`config.mk`:
```
export PLATFORM = sky130hd
export DESIGN_NAME = meta_arb_wrr
export DESIGN_NICKNAME = d
export VERILOG_FILES = /design/src/rtl/meta_arb_wrr.sv
export SDC_FILE = /design/constraint.sdc
export NUM_CORES = 1
export LEC_CHECK = 0
export ABC_CLOCK_PERIOD_IN_PS = 9800
export CAP_MARGIN = 30
export CORE_AREA = 3 3 200 202
export DETAILED_ROUTE_END_ITERATION = 10
export DIE_AREA = 0 0 203 205
export DONT_BUFFER_PORTS = 1
export GPL_TIMING_DRIVEN = 0
export PLACE_DENSITY = 0.39
export SLEW_MARGIN = 40
export SYNTH_ARGS = -nofsm -noshare
export SYNTH_HDL_FRONTEND = slang
export SYNTH_SLANG_ARGS = --single-unit
```
`constraint.sdc`:
```
create_clock -name aclk -period 9.8 [get_ports aclk]
set_input_delay 1.96 -clock aclk [delete_from_list [all_inputs] [get_ports aclk]]
set_output_delay 1.96 -clock aclk [all_outputs]
set_load 0.005 [all_outputs]
```
`src/rtl/meta_arb_wrr.sv`:
```
// ---------------------------------------------------------------------------
// meta_arb_wrr
//
// Weighted round-robin arbiter for metadata words.  N_SRC sources compete for
// one output.  A granted source keeps the output for a burst of up to
// cfg_weight[src] beats (0 counts as 1).  The burst ends early as soon as the
// source drops valid.  The round-robin pointer then advances past it.
// The output side is a single register stage.
//
// Handshake semantics (all ports): a word moves on a rising aclk edge when
// valid and ready are both high in the cycle before that edge.  A producer
// holding valid keeps its data stable until the handshake.  Ready may depend
// combinationally on the consumer's ready (s_meta_ready follows m_meta_ready).
//
// Ports
//   aclk, areset     clock, asynchronous active-high reset
//   s_meta_valid     per-source valid, bit i = source i
//   s_meta_ready     per-source ready, only the served source can be high
//   s_meta_data      source i at [i*DATA_BITS +: DATA_BITS]
//   m_meta_valid     output valid
//   m_meta_ready     output ready
//   m_meta_data      output word
//   m_meta_id        index of the source that produced m_meta_data
//   cfg_weight       source i burst quota at [i*WGT_BITS +: WGT_BITS]
//   dbg_state        current FSM state (0 = ARB, 1 = SERVE)
// ---------------------------------------------------------------------------
module meta_arb_wrr #(
    parameter int N_SRC     = 4,
    parameter int DATA_BITS = 96,
    parameter int WGT_BITS  = 4,
    localparam int ID_W     = $clog2(N_SRC)
) (
    input  logic                          aclk,
    input  logic                          areset,
    input  logic [N_SRC-1:0]              s_meta_valid,
    output logic [N_SRC-1:0]              s_meta_ready,
    input  logic [N_SRC*DATA_BITS-1:0]    s_meta_data,
    output logic                          m_meta_valid,
    input  logic                          m_meta_ready,
    output logic [DATA_BITS-1:0]          m_meta_data,
    output logic [ID_W-1:0]               m_meta_id,
    input  logic [N_SRC*WGT_BITS-1:0]     cfg_weight,
    output logic                          dbg_state
);

    typedef enum logic {
        ST_ARB   = 1'b0,
        ST_SERVE = 1'b1
    } state_t;

    state_t                state_q, state_d;
    logic [ID_W-1:0]       ptr_q, ptr_d;
    logic [ID_W-1:0]       cur_q, cur_d;
    logic [WGT_BITS-1:0]   quota_q, quota_d;
    logic                  out_valid_q, out_valid_d;
    logic [DATA_BITS-1:0]  out_data_q, out_data_d;
    logic [ID_W-1:0]       out_id_q, out_id_d;

    // Unpacked views of the flat source buses.
    logic [DATA_BITS-1:0]  src_data [N_SRC];
    logic [WGT_BITS-1:0]   src_wgt  [N_SRC];

    always_comb begin
        for (int i = 0; i < N_SRC; i++) begin
            src_data[i] = s_meta_data[i*DATA_BITS +: DATA_BITS];
            src_wgt[i]  = cfg_weight[i*WGT_BITS +: WGT_BITS];
        end
    end

    // Circular search from ptr+1 up to and including ptr.  The candidate
    // index carries one extra bit so ptr+k cannot overflow before the wrap.
    logic             found;
    logic [ID_W-1:0]  grant_idx;
    logic [ID_W:0]    cand;

    always_comb begin
        found     = 1'b0;
        grant_idx = '0;
        cand      = '0;
        for (int k = 1; k <= N_SRC; k++) begin
            cand = {1'b0, ptr_q} + (ID_W+1)'(k);
            if (cand >= (ID_W+1)'(N_SRC)) begin
                cand = cand - (ID_W+1)'(N_SRC);
            end
            if (!found && s_meta_valid[cand[ID_W-1:0]]) begin
                found     = 1'b1;
                grant_idx = cand[ID_W-1:0];
            end
        end
    end

    logic slot_free;
    logic xfer;

    assign slot_free = !out_valid_q || m_meta_ready;
    assign xfer      = (state_q == ST_SERVE) && s_meta_valid[cur_q] && slot_free;

    // ---------------------------------------------------------------- state
    always_ff @(posedge aclk or posedge areset) begin
        if (areset) begin
            state_q     <= ST_ARB;
            ptr_q       <= ID_W'(N_SRC-1);
            cur_q       <= '0;
            quota_q     <= '0;
            out_valid_q <= 1'b0;
            out_data_q  <= '0;
            out_id_q    <= '0;
        end else begin
            state_q     <= state_d;
            ptr_q       <= ptr_d;
            cur_q       <= cur_d;
            quota_q     <= quota_d;
            out_valid_q <= out_valid_d;
            out_data_q  <= out_data_d;
            out_id_q    <= out_id_d;
        end
    end

    // ----------------------------------------------------------- next state
    always_comb begin
        state_d = state_q;
        ptr_d   = ptr_q;
        cur_d   = cur_q;
        quota_d = quota_q;

        case (state_q)
            ST_ARB: begin
                if (found) begin
                    cur_d   = grant_idx;
                    // A zero weight still earns a single beat.
                    quota_d = (src_wgt[grant_idx] == '0) ? WGT_BITS'(1)
                                                         : src_wgt[grant_idx];
                    state_d = ST_SERVE;
                end
            end
            ST_SERVE: begin
                if (!s_meta_valid[cur_q]) begin
                    ptr_d   = cur_q;
                    state_d = ST_ARB;
                end else if (slot_free) begin
                    quota_d = quota_q - WGT_BITS'(1);
                    if (quota_q == WGT_BITS'(1)) begin
                        ptr_d   = cur_q;
                        state_d = ST_ARB;
                    end
                end
            end
            default: begin
                state_d = ST_ARB;
            end
        endcase

        // Output register: load on transfer, otherwise drain on handshake.
        out_valid_d = out_valid_q;
        out_data_d  = out_data_q;
        out_id_d    = out_id_q;
        if (xfer) begin
            out_valid_d = 1'b1;
            out_data_d  = src_data[cur_q];
            out_id_d    = cur_q;
        end else if (m_meta_ready) begin
            out_valid_d = 1'b0;
        end
    end

    // -------------------------------------------------------------- outputs
    always_comb begin
        s_meta_ready = '0;
        if (state_q == ST_SERVE) begin
            s_meta_ready[cur_q] = slot_free;
        end
    end

    assign m_meta_valid = out_valid_q;
    assign m_meta_data  = out_data_q;
    assign m_meta_id    = out_id_q;
    assign dbg_state    = state_q;

endmodule
```
# [Word level (Yosys, flattened, before mapping)]
# Index checks and enable logic that the tools add are counted.
[totals] reg_bits=108 latch_bits=0 mem_bits_rw=0 mem_bits_ro=0 in_bits=407 elab_cells=100 memories=0
[op_classes] addsub=9 multipliers=0 div_mod_pow=0 order_cmp=12 eq_ne=6 n_shift=0 muxes=46 bitwise=4 n_reduce_logical=16
[op_table] operator="$bmux 96 s2" count=1
[op_table] operator="$mux 96" count=2
[op_table] operator="$mux 4" count=7
[op_table] operator="$mux 2" count=11
[op_table] operator="$ge 3x3->1 const B" count=6
[op_table] operator="$mux 1" count=16
[op_table] operator="$lt 2x3->1 const B" count=5
[op_table] operator="$bmux 1 s2" count=5
[op_table] operator="$bmux 4 s2" count=1
[op_table] operator="$pmux 4 s2" count=1
[op_table] operator="$sub 2x1->2 const B" count=4
[op_table] operator="$add 2x2->3 const B" count=2
[op_table] operator="$logic_and 1x1->1" count=6
[op_table] operator="$ne 2x1->1 const B" count=3
[op_table] operator="$not 2->3" count=2
[op_table] operator="$reduce_and 3->1" count=2
[op_table] operator="$and 4x4->4" count=1
[op_table] operator="$eq 4x1->1 const B" count=1
[op_table] operator="$logic_not 1->1" count=4
[op_table] operator="$logic_not 4->1" count=1
[op_table] operator="$ne 2x2->1 const B" count=2
[op_table] operator="$sub 4x1->4 const B" count=1
[op_table] operator="$add 2x1->3 const B" count=1
[op_table] operator="$add 2x3->3 const B" count=1
[op_table] operator="7 further kinds" count=7

# [Logic depth before layout (Yosys ltp)]
[depth] depth_word=23 mapped_depth=8 depth_no_buf=7

# [Worst setup path after synthesis]
# Ideal clock, no wire load.
[synth_timing] path_type="input to output" from="in m_meta_ready" to="out s_meta_ready[0]" t_arrival_ns=2.365 slack_ns=5.475 path_stages=3 path_buffers=0 cell_sequence="nand2b_1 > nand2_1 > nor3_1"
[synth_via] elab_chain_len=3
[synth_rtl] element="start: declaration" line="39" source="input logic m_meta_ready,"
[synth_rtl] element="$logic_or 1x1->1" line="95" source="assign slot_free = !out_valid_q || m_meta_ready;"
[synth_rtl] element="$and 4x4->4 (no line)"
[synth_rtl] element="$mux 4" line="169" source="if (state_q == ST_SERVE) begin"
[synth_rtl] element="end: declaration" line="36" source="output logic [N_SRC-1:0] s_meta_ready,"
# Every way passes these cells.

# [Worst setup path after layout]
# Ends and elaborated chain as after synthesis.

==> results.md <==
- CTS root buf: clkbuf_16
- Post-route insts no fill: 957
- Transition time of the tightest slew-check pin: 649.1 ps
- Maximum VDD drop: 0.09206 mV
- Final Slew Violations: 0
- Die area: 0.04162 mm^2
- Most crowded layer after global routing: met2
- Post-CTS Setup Inserts: 0
- DRC Markers: 0
- Critical Path RT: 7840 ps
- Largest net degree at the start of global routing: 57
- CTS buffer count: 9
- Gpl congestion: 0.7707
- Clk Latency, worst-skew pair: 370 ps
- Netlist cell types: 28
- Yosys reg bits: 108
- CTS Buffer Depth: 2
- Average wire per standard cell: 24.90 um
- Hold Fails Final Rpt: 0
- Synth area leader: dfrtp_1
- Highest-delay cell along the critical path: nor3_1
- Antenna viol nets, final: 0
- Met1 usage: 0.1229
- Unrepaired setup endpoints after global routing: false
- Gr usage total: 0.1084
- Critical path arrival: 2590 ps
- First-pass GRT wire length: 33040 um
- Sequential-to-total area share from yosys stat: 0.4055
- Fin nets: 839
- YS warnings: 0
- Row cnt: 72
- Pwr dens: 327.0 mW/mm^2
- GRT met3 Usage: 0.03528
- Global route overflow: 0
- Post-placement cell count: 937
- Static Leak: 2.772 nW
- Max Fclk: 0.2196 GHz
- Via density: 4.495
- CP max stage delay: 260 ps
- Die span in x: 203 um
- Max-cap viol count: 0
- Worst min path class: reg2reg
- Synth async-reset ratio: 1.000
- Post-synthesis average cell area: 15.96 um^2
- Clock Skew: 9.831 ps
- Post-Syn Area: 0.006671 mm^2
- # IOs: 511
- DR vias: 4302
- Hold-fix buffers, CTS: 0
- Synth Flop Type: dfrtp_1
- Post-route minimum period: 4553 ps
- TritonCTS clock tree: done
- Crit Path Class: in2out
- Clock slew at reported path FFs: 70 ps
- Synth area leaders: dfrtp_1 (40%), mux4_2 (33%), mux2_1 (10%)
- Setup crit end kind: output pin
- CTS H-tree lvls: 3
- Top cell family by delay on the critical path: simple AND/OR/NAND/NOR gates
- Final period util: 0.4646
- Initial DRC Count: 338
- Crit path buf inv count: 0
- Slew headroom: 0.5673
- # resized after CTS: 0
- Post-synth top area share: 0.3976
- Layout cell share with drive strength beyond 1: 0.4161
- Total wire length: 23830 um
- Vias in the first global route: 4840
- Initial Utilization: 0.1734
- IO buf count: 0
- Final TNS setup: 0 ps
- HPWL after DPL: 20100 um
- Top-count cell post-synth: dfrtp_1
- Initial antenna violation count: 4
- Met2 usage: 0.1869
- Clock Sinks: 108
- Mapped Cells: 418
- CP Max Fanout: 5
- Worst-path cell chain: nand2b_1, nand2_1, nor3_1
- Synth Net Count: 827
- EDFF count, synth: 0
- Core area: 0.03847 mm^2
- Setup Viol. Count Final: 0
- Area Overhead vs Synth: 14.48%
- Post-synth top cells: dfrtp_1 (106), mux4_2 (97), mux2_1 (61)
- Height of the die: 205 um
- CP Launch Type: primary input
- Outcome: complete, no violations
- First drt pass iteration count: 5
## logic make-up (layout without fill, tap and decap cells)
| family | count (synthesis) | in the layout | share of synthesized area |
|---|---|---|---|
| buf+inv | 43 | 60 | 0.03282 |
| flops | 108 | 108 | 0.4055 |
| simple gates | 35 | 35 | 0.02401 |
| compound gates | 22 | 22 | 0.02138 |
| mux | 208 | 208 | 0.5126 |
| fa+ha+maj | 2 | 2 | 0.003750 |
| other cells | 0 | 4 | 0 |
## sequential cells by signal, indices dropped and copies added (netlist names)
signal	count
m_meta_data	96
quota_q	4
cur_q	2
m_meta_id	2
ptr_q	2
dbg_state	1
m_meta_valid	1
## worst paths after layout
kind	depth (start not counted)	endpoint	slack, ps	start
max in group asynchronous	2	ptr_q[1]	7700	areset
worst min-delay path	2	ptr_q[0]	520	ptr_q[0]
worst min register to register	2	ptr_q[0]	520	ptr_q[0]
worst max register to register	4	m_meta_data[22]	7360	cur_q[1]
min in group asynchronous	1	m_meta_data[5]	1420	areset
worst max-delay path	3	s_meta_ready[0]	5250	m_meta_ready
## layout make-up
class | instances | area, um^2
antenna | 4 | 10.01
buffer | 36 | 193.9
clock buffer | 12 | 246.5
clock inverter | 4 | 25.02
fill | 4138 | 30830
inverter | 7 | 33.78
multi-input combinational | 267 | 3747
sequential | 108 | 2705
tap | 518 | 648.1
timing repair buffer | 1 | 27.53
## placed cells by master (no fill, tap or decap), types with 2 or more instances in the layout
cell / instances
dfrtp_1: 106
mux4_2: 97
mux2_1: 61
mux2_2: 38
buf_2: 13
clkbuf_1: 13
nand2_1: 13
mux2i_1: 12
buf_4: 11
nor2_1: 9
clkbuf_16: 9
inv_1: 6
o21ai_0: 6
diode_2: 4
nand2b_1: 4
nand3_1: 4
a21oi_1: 4
nor3_1: 3
a22oi_1: 2
a21o_1: 2
a31oi_1: 2
o21ai_1: 2
ha_1: 2
clkinv_2: 2
clkinvlp_4: 2
dfstp_2: 2
## worst reg2reg max path, cell delays in order (launching register included)
cell      delay, ps
dfrtp_1         490
clkbuf_2        530
clkbuf_1        580
mux4_2          420
mux2_1          300
## routing by layer
metal | part of all wire | wire length [um]
met3 | 0.083 | 1979
met2 | 0.52 | 12440
met5 | 0 | 0
met1 | 0.37 | 8908
met4 | 0.021 | 510
## where the power goes
group          switching, W  internal [W]
combinational      0.000558      0.000684
sequential         0.000210      0.000690
clock              0.000177      0.000179
## stage by stage
| stage | hold slack (ps) | instance area (um^2) | util | setup slack [ps] | total power, W |
|---|---|---|---|---|---|
| global route | 542.0 | 7632 | 0.1984 | 5139 | 0.002690 |
| CTS | 524.2 | 7627 | 0.1983 | 5196 | 0.002571 |
| floorplan | 472.3 | 6671 | - | 4998 | 0.001847 |
| global placement | 491.9 | 7320 | 0.1903 | 3635 | 0.002148 |
| finish | 520.2 | 7637 | 0.1985 | 5247 | 0.002497 |
| detailed placement | 511.4 | 7356 | 0.1912 | 5198 | 0.002192 |
(Power assumes the default switching activity.)
